`config.mk`:
```
export PLATFORM = sky130hd
export DESIGN_NAME = apb_master_bridge
export DESIGN_NICKNAME = d
export VERILOG_FILES = /design/src/rtl/apb_master_bridge.sv
export SDC_FILE = /design/constraint.sdc
export NUM_CORES = 1
export LEC_CHECK = 0
export ABC_AREA = 1
export BUFFER_PORTS_ARGS = -buffer_cell sky130_fd_sc_hd__buf_4
export CAP_MARGIN = 10
export CELL_PAD_IN_SITES_DETAIL_PLACEMENT = 1
export CELL_PAD_IN_SITES_GLOBAL_PLACEMENT = 1
export CORE_MARGIN = 2
export CORE_UTILIZATION = 30
export DETAILED_ROUTE_END_ITERATION = 8
export GPL_TIMING_DRIVEN = 1
export PLACE_DENSITY_LB_ADDON = 0.1
export SYNTH_ARGS = -nofsm -noshare
export SYNTH_HDL_FRONTEND = slang
export SYNTH_SLANG_ARGS = --single-unit
```
`constraint.sdc`:
```
create_clock -name PCLK -period 1.7 [get_ports PCLK]
set_input_delay 0.17 -clock PCLK [delete_from_list [all_inputs] [get_ports PCLK]]
set_output_delay 0.17 -clock PCLK [all_outputs]
set_load 0.005 [all_outputs]
```
`src/rtl/apb_master_bridge.sv`:
```
// APB requester: turns single-beat valid/ready commands into APB SETUP/ACCESS transfers
// and returns one-cycle responses, aborting via a wait-state watchdog if the slave stalls.
module apb_master_bridge #(
  parameter int DATA_WD = 32,
  parameter int ADDR_WD = 16,
  parameter int TIMEOUT = 255
) (
  input  logic               PCLK,
  input  logic               PRESETn,
  input  logic               CMD_VALID,
  output logic               CMD_READY,
  input  logic               CMD_WRITE,
  input  logic [ADDR_WD-1:0] CMD_ADDR,
  input  logic [DATA_WD-1:0] CMD_WDATA,
  input  logic [3:0]         CMD_STRB,
  output logic               RSP_VALID,
  output logic [DATA_WD-1:0] RSP_RDATA,
  output logic [1:0]         RSP_ERR,
  output logic               RSP_TIMEOUT,
  output logic               PSEL,
  output logic               PENABLE,
  output logic               PWRITE,
  output logic [ADDR_WD-1:0] PADDR,
  output logic [DATA_WD-1:0] PWDATA,
  output logic [3:0]         PSTRB,
  input  logic               PREADY,
  input  logic [DATA_WD-1:0] PRDATA,
  input  logic [1:0]         PSLVERR
);

  typedef enum logic [1:0] {S_IDLE, S_SETUP, S_ACCESS} state_t;

  localparam logic [7:0] TO_LIM = TIMEOUT[7:0];
  localparam bit         TO_EN  = (TIMEOUT != 0);

  state_t               r_state, w_state_next;
  logic                 r_psel, w_psel_next;
  logic                 r_penable, w_penable_next;
  logic                 r_pwrite, w_pwrite_next;
  logic [ADDR_WD-1:0]   r_paddr, w_paddr_next;
  logic [DATA_WD-1:0]   r_pwdata, w_pwdata_next;
  logic [3:0]           r_pstrb, w_pstrb_next;
  logic                 r_rsp_valid, w_rsp_valid_next;
  logic [DATA_WD-1:0]   r_rsp_rdata, w_rsp_rdata_next;
  logic [1:0]           r_rsp_err, w_rsp_err_next;
  logic                 r_rsp_timeout, w_rsp_timeout_next;
  logic [7:0]           r_wd, w_wd_next;
  logic [7:0]           w_wd_inc;
  logic                 w_accept;

  assign CMD_READY = PRESETn & ((r_state == S_IDLE) | ((r_state == S_ACCESS) & PREADY));
  assign w_accept  = CMD_VALID & CMD_READY;
  assign w_wd_inc  = (r_wd == 8'hFF) ? r_wd : r_wd + 8'd1;

  always_comb begin
    w_state_next       = r_state;
    w_psel_next        = r_psel;
    w_penable_next     = r_penable;
    w_pwrite_next      = r_pwrite;
    w_paddr_next       = r_paddr;
    w_pwdata_next      = r_pwdata;
    w_pstrb_next       = r_pstrb;
    w_rsp_valid_next   = 1'b0;
    w_rsp_rdata_next   = r_rsp_rdata;
    w_rsp_err_next     = r_rsp_err;
    w_rsp_timeout_next = 1'b0;
    w_wd_next          = r_wd;

    // A freshly accepted command is loaded the same way from IDLE or at ACCESS completion.
    if (w_accept) begin
      w_pwrite_next  = CMD_WRITE;
      w_paddr_next   = CMD_ADDR;
      w_pwdata_next  = CMD_WDATA;
      w_pstrb_next   = CMD_WRITE ? CMD_STRB : 4'b0000;
      w_psel_next    = 1'b1;
      w_penable_next = 1'b0;
      w_state_next   = S_SETUP;
    end

    case (r_state)
      S_IDLE: ;
      S_SETUP: begin
        w_penable_next = 1'b1;
        w_wd_next      = 8'd0;
        w_state_next   = S_ACCESS;
      end
      S_ACCESS: begin
        if (PREADY) begin
          w_rsp_valid_next = 1'b1;
          w_rsp_err_next   = PSLVERR;
          w_rsp_rdata_next = r_pwrite ? '0 : PRDATA;
          if (!w_accept) begin
            w_psel_next    = 1'b0;
            w_penable_next = 1'b0;
            w_state_next   = S_IDLE;
          end
        end else begin
          w_wd_next = w_wd_inc;
          if (TO_EN && (w_wd_inc >= TO_LIM)) begin
            w_rsp_valid_next   = 1'b1;
            w_rsp_timeout_next = 1'b1;
            w_rsp_err_next     = 2'b00;
            w_rsp_rdata_next   = '0;
            w_psel_next        = 1'b0;
            w_penable_next     = 1'b0;
            w_state_next       = S_IDLE;
          end
        end
      end
      default: begin
        w_psel_next    = 1'b0;
        w_penable_next = 1'b0;
        w_state_next   = S_IDLE;
      end
    endcase
  end

  always_ff @(posedge PCLK or negedge PRESETn) begin
    if (!PRESETn) begin
      r_state       <= S_IDLE;
      r_psel        <= 1'b0;
      r_penable     <= 1'b0;
      r_pwrite      <= 1'b0;
      r_paddr       <= '0;
      r_pwdata      <= '0;
      r_pstrb       <= 4'b0000;
      r_rsp_valid   <= 1'b0;
      r_rsp_rdata   <= '0;
      r_rsp_err     <= 2'b00;
      r_rsp_timeout <= 1'b0;
      r_wd          <= 8'd0;
    end else begin
      r_state       <= w_state_next;
      r_psel        <= w_psel_next;
      r_penable     <= w_penable_next;
      r_pwrite      <= w_pwrite_next;
      r_paddr       <= w_paddr_next;
      r_pwdata      <= w_pwdata_next;
      r_pstrb       <= w_pstrb_next;
      r_rsp_valid   <= w_rsp_valid_next;
      r_rsp_rdata   <= w_rsp_rdata_next;
      r_rsp_err     <= w_rsp_err_next;
      r_rsp_timeout <= w_rsp_timeout_next;
      r_wd          <= w_wd_next;
    end
  end

  assign PSEL        = r_psel;
  assign PENABLE     = r_penable;
  assign PWRITE      = r_pwrite;
  assign PADDR       = r_paddr;
  assign PWDATA      = r_pwdata;
  assign PSTRB       = r_pstrb;
  assign RSP_VALID   = r_rsp_valid;
  assign RSP_RDATA   = r_rsp_rdata;
  assign RSP_ERR     = r_rsp_err;
  assign RSP_TIMEOUT = r_rsp_timeout;

endmodule

```
Yosys cells after proc, flatten, opt, wreduce, memory -nomap -nowiden
Cells that the tools add are included.
W data, S select, Z words.
- add/sub/neg operators: 1
- $mul: 0
- div/mod/pow operators: 0
- order comparisons: 1
- equality and inequality tests: 4
- shift-type cells: 0
- muxes and demuxes: 29
- bitwise gates (word level): 4
- reductions and logical operators: 6
- operators by type and width (operator ; count):
    $mux W32 ; 3
    $mux W8 ; 2
    $pmux W8 S2 ; 1
    $mux W1 ; 13
    $mux W2 ; 6
    $add A8 B1 Y8 const B ; 1
    $eq A8 B8 Y1 const B ; 1
    $ge A8 B8 Y1 const B ; 1
    $pmux W2 S3 ; 1
    $mux W4 ; 1
    $reduce_and A2 Y1 ; 2
    $reduce_bool A2 Y1 ; 2
    $and A1 B1 Y1 ; 3
    $pmux W1 S3 ; 1
    $eq A2 B1 Y1 const B ; 1
    $eq A2 B2 Y1 const B ; 1
    $logic_not A2 Y1 ; 1
    $ne A2 B2 Y1 const B ; 1
    $pmux W1 S2 ; 1
    $reduce_or A2 Y1 ; 1
    $or A1 B1 Y1 ; 1
- register bits after elaboration: 101
- latch bits: 0
- bits in writable memories: 0
- memory bits (read-only): 0
- input bits: 91
- word-level logic and storage cells: 57
- memories: 0

Longest topological paths before layout
Gate-level depths: netlist of the first run.
- depth in word-level cells: 9
- mapped depth: 14
- gate-level depth less buffers: 13

Worst setup path after synthesis of the first run
OpenSTA, ideal clock, no wires.
- path type: flip-flop to flip-flop
- start point: register r_wd[0]
- end point: register r_rsp_rdata[26] (netlist: RSP_RDATA[26])
- data arrival time: 1664 ps
- data required time: 1584 ps
- slack: -80 ps
- cell stages (with the launch flop): 15
- cells stage by stage: dfrtp_1 ha_1 nand3_2 clkinv_2 nand2_4 nand2_1 o21ai_2 nand2_1 nor2_2 nand2_2 nand2_2 nand2_4 buf_6 nand2_1 nand2_1
- longest elaborated chain between the ends: 5
- elaborated cells on any way between the ends: 6
- RTL lines (item ; RTL line ; RTL):
    from (decl) ; 47 ; logic [7:0] r_wd, w_wd_next;
    from (signal assigned) ; 144 ; r_wd <= w_wd_next;
    $add A8 B1 Y8 / $eq A8 B8 Y1 (equally long branches) ; 53 ; assign w_wd_inc = (r_wd == 8'hFF) ? r_wd : r_wd + 8'd1;
    $mux W8 (*) ; 53 ;
    $ge A8 B8 Y1 (*) ; 99 ; if (TO_EN && (w_wd_inc >= TO_LIM)) begin
    $reduce_bool A2 Y1 (no line) (*) ; n/a ;
    $reduce_and A2 Y1 (no line) (*) ; n/a ;
    to (signal assigned) ; 141 ; r_rsp_rdata <= w_rsp_rdata_next;
    to (decl) ; 44 ; logic [DATA_WD-1:0] r_rsp_rdata, w_rsp_rdata_next;
Every way passes the cells marked *; elsewhere a longest branch is shown, timed or not.
A chain may end at the register's enable or synchronous reset.

Worst setup path after layout of the first run
- start point: register r_wd[0]
- end point: register r_rsp_rdata[25] (netlist: RSP_RDATA[25])
Same word-level chain as after synthesis.

==> reports/metrics.yaml, run 1 <==
run_status:
  status: "complete, but fails checks"
  violations: "setup timing"
finish:
  stdcell_count: 878
  utilization: 0.483
  drive_gt1_frac: 0.402
  final_area_sq_um: 6440
  syn_to_final_growth_pct: 55.6
  layout.nets: 789
  diodes: 0
sta:
  finalHoldWorstSlack_ps: 6.10
  setup_viol: 38
  hold_viol_final: 0
  finalClockSkew_ps: 6.89
  fin_setup_tns_ps: -4120
  worstMarginPinSlew_ps: 545
  min_period_ps: 1840
  report.final.slew_viol_count: 0
  timing.final.ws_setup_ps: -142
  max_freq_ghz: 0.543
  rsz0062_at_grt: "yes"
  final.period_utilization: 1.08
  slew_headroom: 0.637
critical_path:
  crit_path_frequent_cell: "nand2_2"
  crit_chain: "ha_4 > nand3_4 > clkinv_4 > nand2_8 > nand2_4 > o21ai_2 > nand2_2 > nor2_2 > nand2_2 > nand2_8 > nand2_4 > nand2_2 > nand2_1"
  cp_num_buf_inv: 1
  worst_ep_required_time_ps: 1950
  cp-end-kind: "flip-flop"
  crit_fanout: 8
  path_class: "flip-flop to flip-flop"
  cp_top_family: "simple AND/OR/NAND/NOR gates"
  max_stage_delay_ps: 410
  crit_arrival_ps: 2090
  cpMaxStageDelayCell: "dfrtp_1"
  critPathLaunchType: "flip-flop"
drt:
  wl_per_cell_um: 15.4
  drc: 0
  ant_nets: 0
  firstDrtPassIters: 4
  wirelength_mm: 13.5
  vias: 3929
  drt_iter0_drc: 126
  viasPerCell: 4.47
floorplan:
  ios: 183
  die_y_um: 121
  core_area_sq_um: 13300
  initial_utilization: 0.310
  fp-row-count: 42
  chipWidth_um: 121
  die-area_sq_um: 14800
run:
  max_cap_violations: 0
global_routing:
  antenna_found_initial: 0
  grt_pass1_vias: 4186
  grt_use_total: 0.182
  grt_pass1_wl_mm: 20.9
  grt_max_degree: 102
  grt-ovfl-total: 0
power_and_ir_drop:
  power.density_nw_per_um2: 1190
  total_power_mw: 7.67
  p_leak_nw: 3.50
  peakVddDrop_v: 0.000606
logic_synthesis:
  synth_edf_count: 0
  async_flop_share: 1.00
  syn_avg_cell_area_sq_um: 8.45
  synth_nets: 582
  synth-main-ff-cell: "dfrtp_1"
  synth_seq_area_share: 0.610
  synth.distinct_cells: 22
  syn_area_sq_um: 4140
  synth-seq-cells: 101
  syn_inst: 490
  yosysWarnings: 0
placement:
  portBuffers: 182
  pre_cts_ws_ps: -290
  routabilityCongestion: 0.797
  hpwl_mm: 9.25
  dpl.cell_count: 851
  place_area_sq_um: 5860
clocking:
  clk_latency_ps: 350
  tritoncts: "yes"
  cts_htree_levels: 3
  clk_path_buf_depth: 2
  cts_sinks: 101
  path_clk_slew_ps: 70
  ctsRootBufferMaster: "clkbuf_16"
  cts_made_buffers: 9
hold_path:
  hold_path_class: "input pin to flip-flop"
[routing by layer]
| layer | vias to the layer above | global-route usage | part of all wire |
|---|---|---|---|
| li1 | 1911 | - | - |
| met1 | 1884 | 0.221 | 0.41 |
| met2 | 121 | 0.302 | 0.49 |
| met3 | 13 | 0.0728 | 0.088 |
| met4 | 0 | 0.0474 | 0.011 |
| met5 | - | 0 | 0 |
[cell usage after synthesis (2+ instances only)]
library cell  number  area [sq um]
nand2_1          289          1080
dfrtp_1          101          2530
nand3_1           18          90.1
clkbuf_1          14          52.6
inv_1             14          52.6
o21ai_0           12          60.1
nand2_2           11          68.8
nor2_1            10          37.5
buf_6              3          33.8
nor2_2             3          18.8
buf_2              2          10.0
nand2_4            2          22.5
o21ai_2            2          17.5
[placed cells by master, fill, tap and decap left out, drive strengths merged]
cell type / Yosys / layout
nand2: 302 / 306
buf: 5 / 208
dfrtp: 101 / 101
nand3: 19 / 19
inv: 14 / 17
o21ai: 15 / 15
nor2: 13 / 13
clkbuf: 14 / 11
dlygate4sd3: 0 / 3
clkinv: 2 / 2
xor2: 1 / 1
o211ai: 1 / 1
nand4: 1 / 1
o22ai: 1 / 1
ha: 1 / 1
clkinvlp: 0 / 1
bufinv: 0 / 1
[registers in the layout, indices dropped and copies added (netlist names)]
register / count
PWDATA: 32
RSP_RDATA: 32
PADDR: 16
r_wd: 8
PSTRB: 4
RSP_ERR: 2
r_state: 2
PENABLE: 1
PSEL: 1
PWRITE: 1
RSP_TIMEOUT: 1
RSP_VALID: 1
[worst reg2reg max path, stage by stage, from the launching register on]
cell and delay, ps:
dfrtp_1 410, ha_4 190, nand3_4 110, clkinv_4 90, nand2_8 100, nand2_4 50, o21ai_2 70, nand2_2 80
nor2_2 110, nand2_2 110, nand2_8 160, nand2_4 130, nand2_2 80, nand2_1 50
[final cells by class]
type	count	area, sq um
tap	176	220
fill	1625	6910
multi-input combinational	358	1660
clock inverter	5	63.8
timing repair buffer	211	1650
sequential	101	2530
clock buffer	11	253
inverter	16	65.1
[report_power, final]
part	switching (mW)	internal [mW]
combinational	0.952	1.19
sequential	0.374	2.95
clock	0.963	1.24
[logic make-up after synthesis]
kind of cell / share of synthesized area
adder cells (fa/ha/maj): 0.00302
flip-flops: 0.610
XOR/XNOR: 0.00212
buffers and inverters: 0.0381
AO/OA/AOI/OAI: 0.0233
AND/OR/NAND/NOR: 0.323
[worst paths after layout]
path                               start             to  slack [ps]  cells after the start
max                              r_wd[0]  RSP_RDATA[25]        -140                     13
min                         CMD_WDATA[3]      PWDATA[3]           6                      3
max reg2reg                      r_wd[0]  RSP_RDATA[25]        -140                     13
min reg2reg                RSP_RDATA[14]  RSP_RDATA[14]         480                      2
max in group asynchronous        PRESETn       PADDR[1]         830                      3
min in group asynchronous        PRESETn        r_wd[7]         470                      3
[timing repair]
item / CTS / global route
hold buffers: 3 / 0
pin swaps: 2 / 2
gates cloned: 2 / 2
setup endpoints to repair: 37 / 39
resized for setup: 17 / 26
buffers inserted: 2 / 2
endpoints found under the hold margin: 103 / 0
Power figures use the tool's default switching activity.
==> run 2: changes to the inputs <==
Settings changed: CORE_MARGIN 2 to 1.
==> reports/metrics.yaml, run 2 (same netlist as run 1, synthesis figures left out) <==
sta:
  hold_viol_final: 0  # unchanged
  finalClockSkew_ps: 7.26  # +0.368 ps
  setup_viol: 35  # -7.9%
  report.final.slew_viol_count: 0  # unchanged
  min_period_ps: 1800  # -38.1 ps
  rsz0062_at_grt: "yes"
  finalHoldWorstSlack_ps: 10.3  # +4.21 ps
  slew_headroom: 0.632  # -0.00527
  final.period_utilization: 1.06  # -0.0224
  max_freq_ghz: 0.554  # +2.1%
  fin_setup_tns_ps: -2850  # +1270 ps
  worstMarginPinSlew_ps: 552  # +7.91 ps
  timing.final.ws_setup_ps: -104  # +38.1 ps
drt:
  viasPerCell: 4.49  # +0.27%
  vias: 3989  # +1.5%
  ant_nets: 0  # unchanged
  firstDrtPassIters: 4  # unchanged
  drc: 0  # unchanged
  wl_per_cell_um: 14.4  # -6.3%
  wirelength_mm: 12.8  # -5.1%
  drt_iter0_drc: 151  # +20%
placement:
  place_area_sq_um: 5920  # +1.1%
  pre_cts_ws_ps: -145  # +145 ps
  portBuffers: 182  # unchanged
  dpl.cell_count: 858  # +0.82%
  hpwl_mm: 9.27  # +0.21%
  routabilityCongestion: 0.860  # +7.9%
power_and_ir_drop:
  p_leak_nw: 3.53  # +0.81%
  total_power_mw: 7.46  # -2.7%
  peakVddDrop_v: 0.000499  # -18%
  power.density_nw_per_um2: 1160  # -2.7%
finish:
  stdcell_count: 889  # +1.3%
  final_area_sq_um: 6450  # about the same
  fillers: 1599  # -1.6%
  utilization: 0.483  # about the same
  final_common_cell: "nand2_1"
  seq_area_sq_um: 2530  # about the same
  layout.nets: 800  # +1.4%
  layout.cells.most_common_list: "nand2_1 (273), buf_4 (209), dfrtp_1 (100), nand2_2 (25), nand3_1 (18)"
  diodes: 0  # unchanged
  multiInputGateArea_sq_um: 1560  # -6.3%
  syn_to_final_growth_pct: 55.6  # about the same
  drive_gt1_frac: 0.383  # -0.0188
critical_path:
  reg2reg_from: "r_wd[1]"
  r2r_slack_ps: -100  # +40 ps
  worst_ep_required_time_ps: 1940  # about the same
  path_class: "flip-flop to flip-flop"
  critPathLaunchType: "flip-flop"
  cp-end-kind: "flip-flop"
  crit_start: "r_wd[1]"
  crit_arrival_ps: 2050  # -40 ps
  crit_fanout: 16  # +8
floorplan:
  chipWidth_um: 119  # -1.6%
  die-area_sq_um: 14300  # -3.3%
  ios: 183  # unchanged
  initial_utilization: 0.310  # unchanged
  die_y_um: 119  # -1.6%
  fp-row-count: 42  # unchanged
  core_area_sq_um: 13300  # unchanged
run_status:
  violations: "setup timing"
  status: "complete, but fails checks"
hold_path:
  hold_path_class: "input pin to flip-flop"
  hold_path.startpoint: "CMD_WDATA[28]"
clocking:
  path_clk_slew_ps: 80  # about the same
  ctsRootBufferMaster: "clkbuf_16"
  cts_made_buffers: 9  # unchanged
  cts_htree_levels: 3  # unchanged
  tritoncts: "yes"
  clk_latency_ps: 350  # about the same
  clk_path_buf_depth: 2  # unchanged
  cts_sinks: 101  # unchanged
global_routing:
  grt-ovfl-total: 0  # unchanged
  grt_max_degree: 102  # unchanged
  antenna_found_initial: 0  # unchanged
  grt_pass1_wl_mm: 21.1  # +0.73%
  grt_use_total: 0.187  # +0.00515
  grt_pass1_vias: 4275  # +2.1%
run:
  max_cap_violations: 0  # unchanged
==> run 2: path summary, 6_finish.rpt <==
path	end	depth (start not counted)
max in group asynchronous	PWDATA[24]	3
max	RSP_RDATA[3]	14
min	PWDATA[28]	3
min reg2reg	RSP_RDATA[19]	2
min in group asynchronous	r_wd[7]	3
max reg2reg	RSP_RDATA[3]	14
==> run 2: critical path: stages, from the launching register on <==
cell and delay, ps:
dfrtp_1 420, ha_4 190, nand3_4 80, clkinv_4 80, nand2_8 100, nand2_4 60
o21ai_4 60, nand2_2 80, nor2_2 110, nand2_2 70, nand2_2 70, nand2_4 80
buf_12 160, nand2_1 60, nand2_1 50
==> run 2: cell type report <==
cell class | instances | share of cell area
Sequential cell | 101 | 0.392
Inverter | 16 | 0.0101
Clock inverter | 6 | 0.00699
Multi-Input combinational cell | 354 | 0.241
Tap cell | 176 | 0.0342
Timing Repair Buffer | 226 | 0.278
Clock buffer | 10 | 0.0371
==> run 2: power by group <==
part	switching [mW]	total (mW)	internal, mW
clock network	0.952	1.99	1.04
logic	0.934	2.16	1.22
registers	0.360	3.31	2.95
total	2.25	7.46	5.21
==> run 2: what timing repair did <==
action | 4_1_cts | 5_1_grt
pin swaps | 4 | 2
hold buffers | 10 | 0
resized for setup | 15 | 12
setup endpoints to repair | 36 | 38
hold endpoints to repair | 110 | 0
buffers inserted | 3 | 2
==> run 2: routing by layer <==
layer | part of all wire | global-route usage
met1 | 0.41 | 0.225
met2 | 0.49 | 0.310
met4 | 0.022 | 0.0734
met3 | 0.077 | 0.0613
met5 | 0 | 0
==> run 3: changes to the inputs <==
Settings changed: PLACE_DENSITY set to 0.83, PLACE_DENSITY_LB_ADDON 0.1 to not set.
==> reports/metrics.yaml, run 3 (same netlist as run 1, synthesis figures left out) <==
global_routing:
  grt_pass1_wl_mm: 22.3  # +5.8%
  grt_max_degree: 102  # unchanged
  antenna_found_initial: 0  # unchanged
  grt_use_total: 0.201  # +0.0135
  grt_pass1_vias: 4531  # +6.0%
  grt-ovfl-total: 0  # unchanged
floorplan:
  core_area_sq_um: 13300  # unchanged
  fp-row-count: 42  # unchanged
  ios: 183  # unchanged
  chipWidth_um: 119  # unchanged
  die-area_sq_um: 14300  # unchanged
  initial_utilization: 0.310  # unchanged
  die_y_um: 119  # unchanged
critical_path:
  r2r_slack_ps: -160  # -60 ps
  crit_fanout: 9  # -7
  crit_path_frequent_cell: "nand2_1"
  max_stage_delay_ps: 420  # about the same
  worst_ep_required_time_ps: 1940  # about the same
  crit_arrival_ps: 2100  # +50 ps
  reg2reg_from: "r_wd[0]"
  rr_endpoint: "RSP_RDATA[8]"
  crit_chain: "ha_4 > nand3_4 > clkinv_4 > nand2_1 > nand2_1 > nand2_1 > nand2_2 > nor2_2 > nand2_2 > nand2_8 > nand2_8 > nand2_1 > nand2_1"
  crit_start: "r_wd[0]"
  path_class: "flip-flop to flip-flop"
  cp_top_family: "simple AND/OR/NAND/NOR gates"
  cp-end-kind: "flip-flop"
  reg2regPathDepth: 13  # -1
  critPathLaunchType: "flip-flop"
  cpMaxStageDelayCell: "dfrtp_1"
  cp_num_buf_inv: 1  # -1
sta:
  timing.final.ws_setup_ps: -165  # -61.1 ps
  max_freq_ghz: 0.536  # -3.3%
  min_period_ps: 1860  # +61.1 ps
  setup_viol: 38  # +8.6%
  slew_headroom: 0.642  # +0.0104
  hold_viol_final: 0  # unchanged
  worstMarginPinSlew_ps: 537  # -15.5 ps
  report.final.slew_viol_count: 0  # unchanged
  final.period_utilization: 1.10  # +0.0359
  rsz0062_at_grt: "yes"
  finalClockSkew_ps: 5.91  # -1.35 ps
power_and_ir_drop:
  power.density_nw_per_um2: 1180  # +1.9%
  p_leak_nw: 3.52  # -0.41%
  peakVddDrop_v: 0.000642  # +29%
hold_path:
  hold_path.startpoint: "CMD_ADDR[10]"
  worst_hold_path.num_cells: 3  # unchanged
  min_to: "PADDR[10]"
  hold_path_class: "input pin to flip-flop"
clocking:
  cts_htree_levels: 3  # unchanged
  ctsRootBufferMaster: "clkbuf_16"
  clk_path_buf_depth: 2  # unchanged
  cts_made_buffers: 9  # unchanged
  path_clk_slew_ps: 70  # about the same
  tritoncts: "yes"
  clk_latency_ps: 350  # about the same
  cts_sinks: 101  # unchanged
drt:
  ant_nets: 0  # unchanged
  vias: 4011  # +0.55%
  drt_iter0_drc: 116  # -23%
  wirelength_mm: 13.8  # +7.1%
  firstDrtPassIters: 4  # unchanged
  drc: 0  # unchanged
  viasPerCell: 4.55  # +1.3%
  wl_per_cell_um: 15.6  # +8.0%
placement:
  portBuffers: 182  # unchanged
  hpwl_mm: 9.57  # +3.2%
  dpl.cell_count: 853  # -0.58%
  routabilityCongestion: 0.852  # -0.90%
  pre_cts_ws_ps: -309  # -164 ps
finish:
  layout.nets: 794  # -0.75%
  diodes: 0  # unchanged
  final_common_cell: "nand2_1"
  layout.cells.most_common_list: "nand2_1 (272), buf_4 (208), dfrtp_1 (100), nand2_2 (25), nand3_1 (16)"
  drive_gt1_frac: 0.395  # +0.0123
  stdcell_count: 882  # -0.79%
  syn_to_final_growth_pct: 55.8  # about the same
run:
  max_cap_violations: 0  # unchanged
run_status:
  violations: "setup timing"
  status: "complete, but fails checks"
run 3: cell count changes in the layout (fill, tap and decap cells not counted), moves of 2 or more:
cell / previous run / this run
buf_12: 5 / 2
clkinvlp_4: 3 / 0
nand3_1: 18 / 16
nand2_8: 1 / 6
buf_6: 2 / 4
dlygate4sd3_1: 10 / 2
nor2_2: 4 / 7
nor2_1: 8 / 5
nand3_2: 0 / 2
run 3: stage by stage:
step | setup TNS (ps) | hold WS (ps) | area, sq um | power [mW] | utilization
CTS | -3670 | 2.07 | 6400 | 7.66 | 0.479
detailed placement | -9550 | 306 | 5850 | 5.36 | 0.438
floorplan | -588 | -126 | 4150 | 3.98 | -
global route | -8720 | 1.24 | 6450 | 8.06 | 0.483
finish | -5140 | 15.2 | 6450 | 7.61 | 0.483
global placement | -4670 | 301 | 5850 | 5.23 | 0.438
run 3: report_power, final:
group,internal (mW),switching (mW),leakage [nW]
logic,1.21,0.962,2.09
clock network,1.22,0.879,0.149
registers,2.95,0.391,1.28
total,5.38,2.23,3.52
run 3: final cells by class:
cell class              count  area [sq um]
clock buffers              12           256
multi-input cells         358          1670
repair buffers            216          1670
inverters                  16          65.1
clock inverters             3          43.8
fillers                  1602          6900
flip-flops and latches    101          2530
well taps                 176           220
run 3: worst max-delay path by stage:
stage	end	slack [ps]	cells after the start
global placement	RSP_RDATA[19]	-140	13
finish	RSP_RDATA[8]	-160	13
global route	RSP_RDATA[7]	-250	13
floorplan	RSP_RDATA[26]	-30	14
CTS	RSP_RDATA[18]	-120	13
detailed placement	RSP_ERR[1]	-310	13
run 3: layer usage:
layer / global-route usage / wire (um) / up-vias
li1: - / - / 1924
met4: 0.0531 / 201 / 0
met5: 0 / 0 / -
met3: 0.0713 / 962 / 16
met1: 0.217 / 5170 / 1942
met2: 0.369 / 7420 / 129
run 3: worst min-delay path, delay by kind of cell:
| family | cells | cell delay, ps |
|---|---|---|
| buffers and inverters | 1 | 80 |
| and+or+nand+nor | 2 | 90 |
run 3: timing repair:
item	in CTS	in global routing
resized for setup	26	15
hold buffers	2	0
pin swaps	18	5
buffers inserted	8	0
hold endpoints to repair	102	0
gates cloned	4	0
endpoints found under the setup margin	38	40
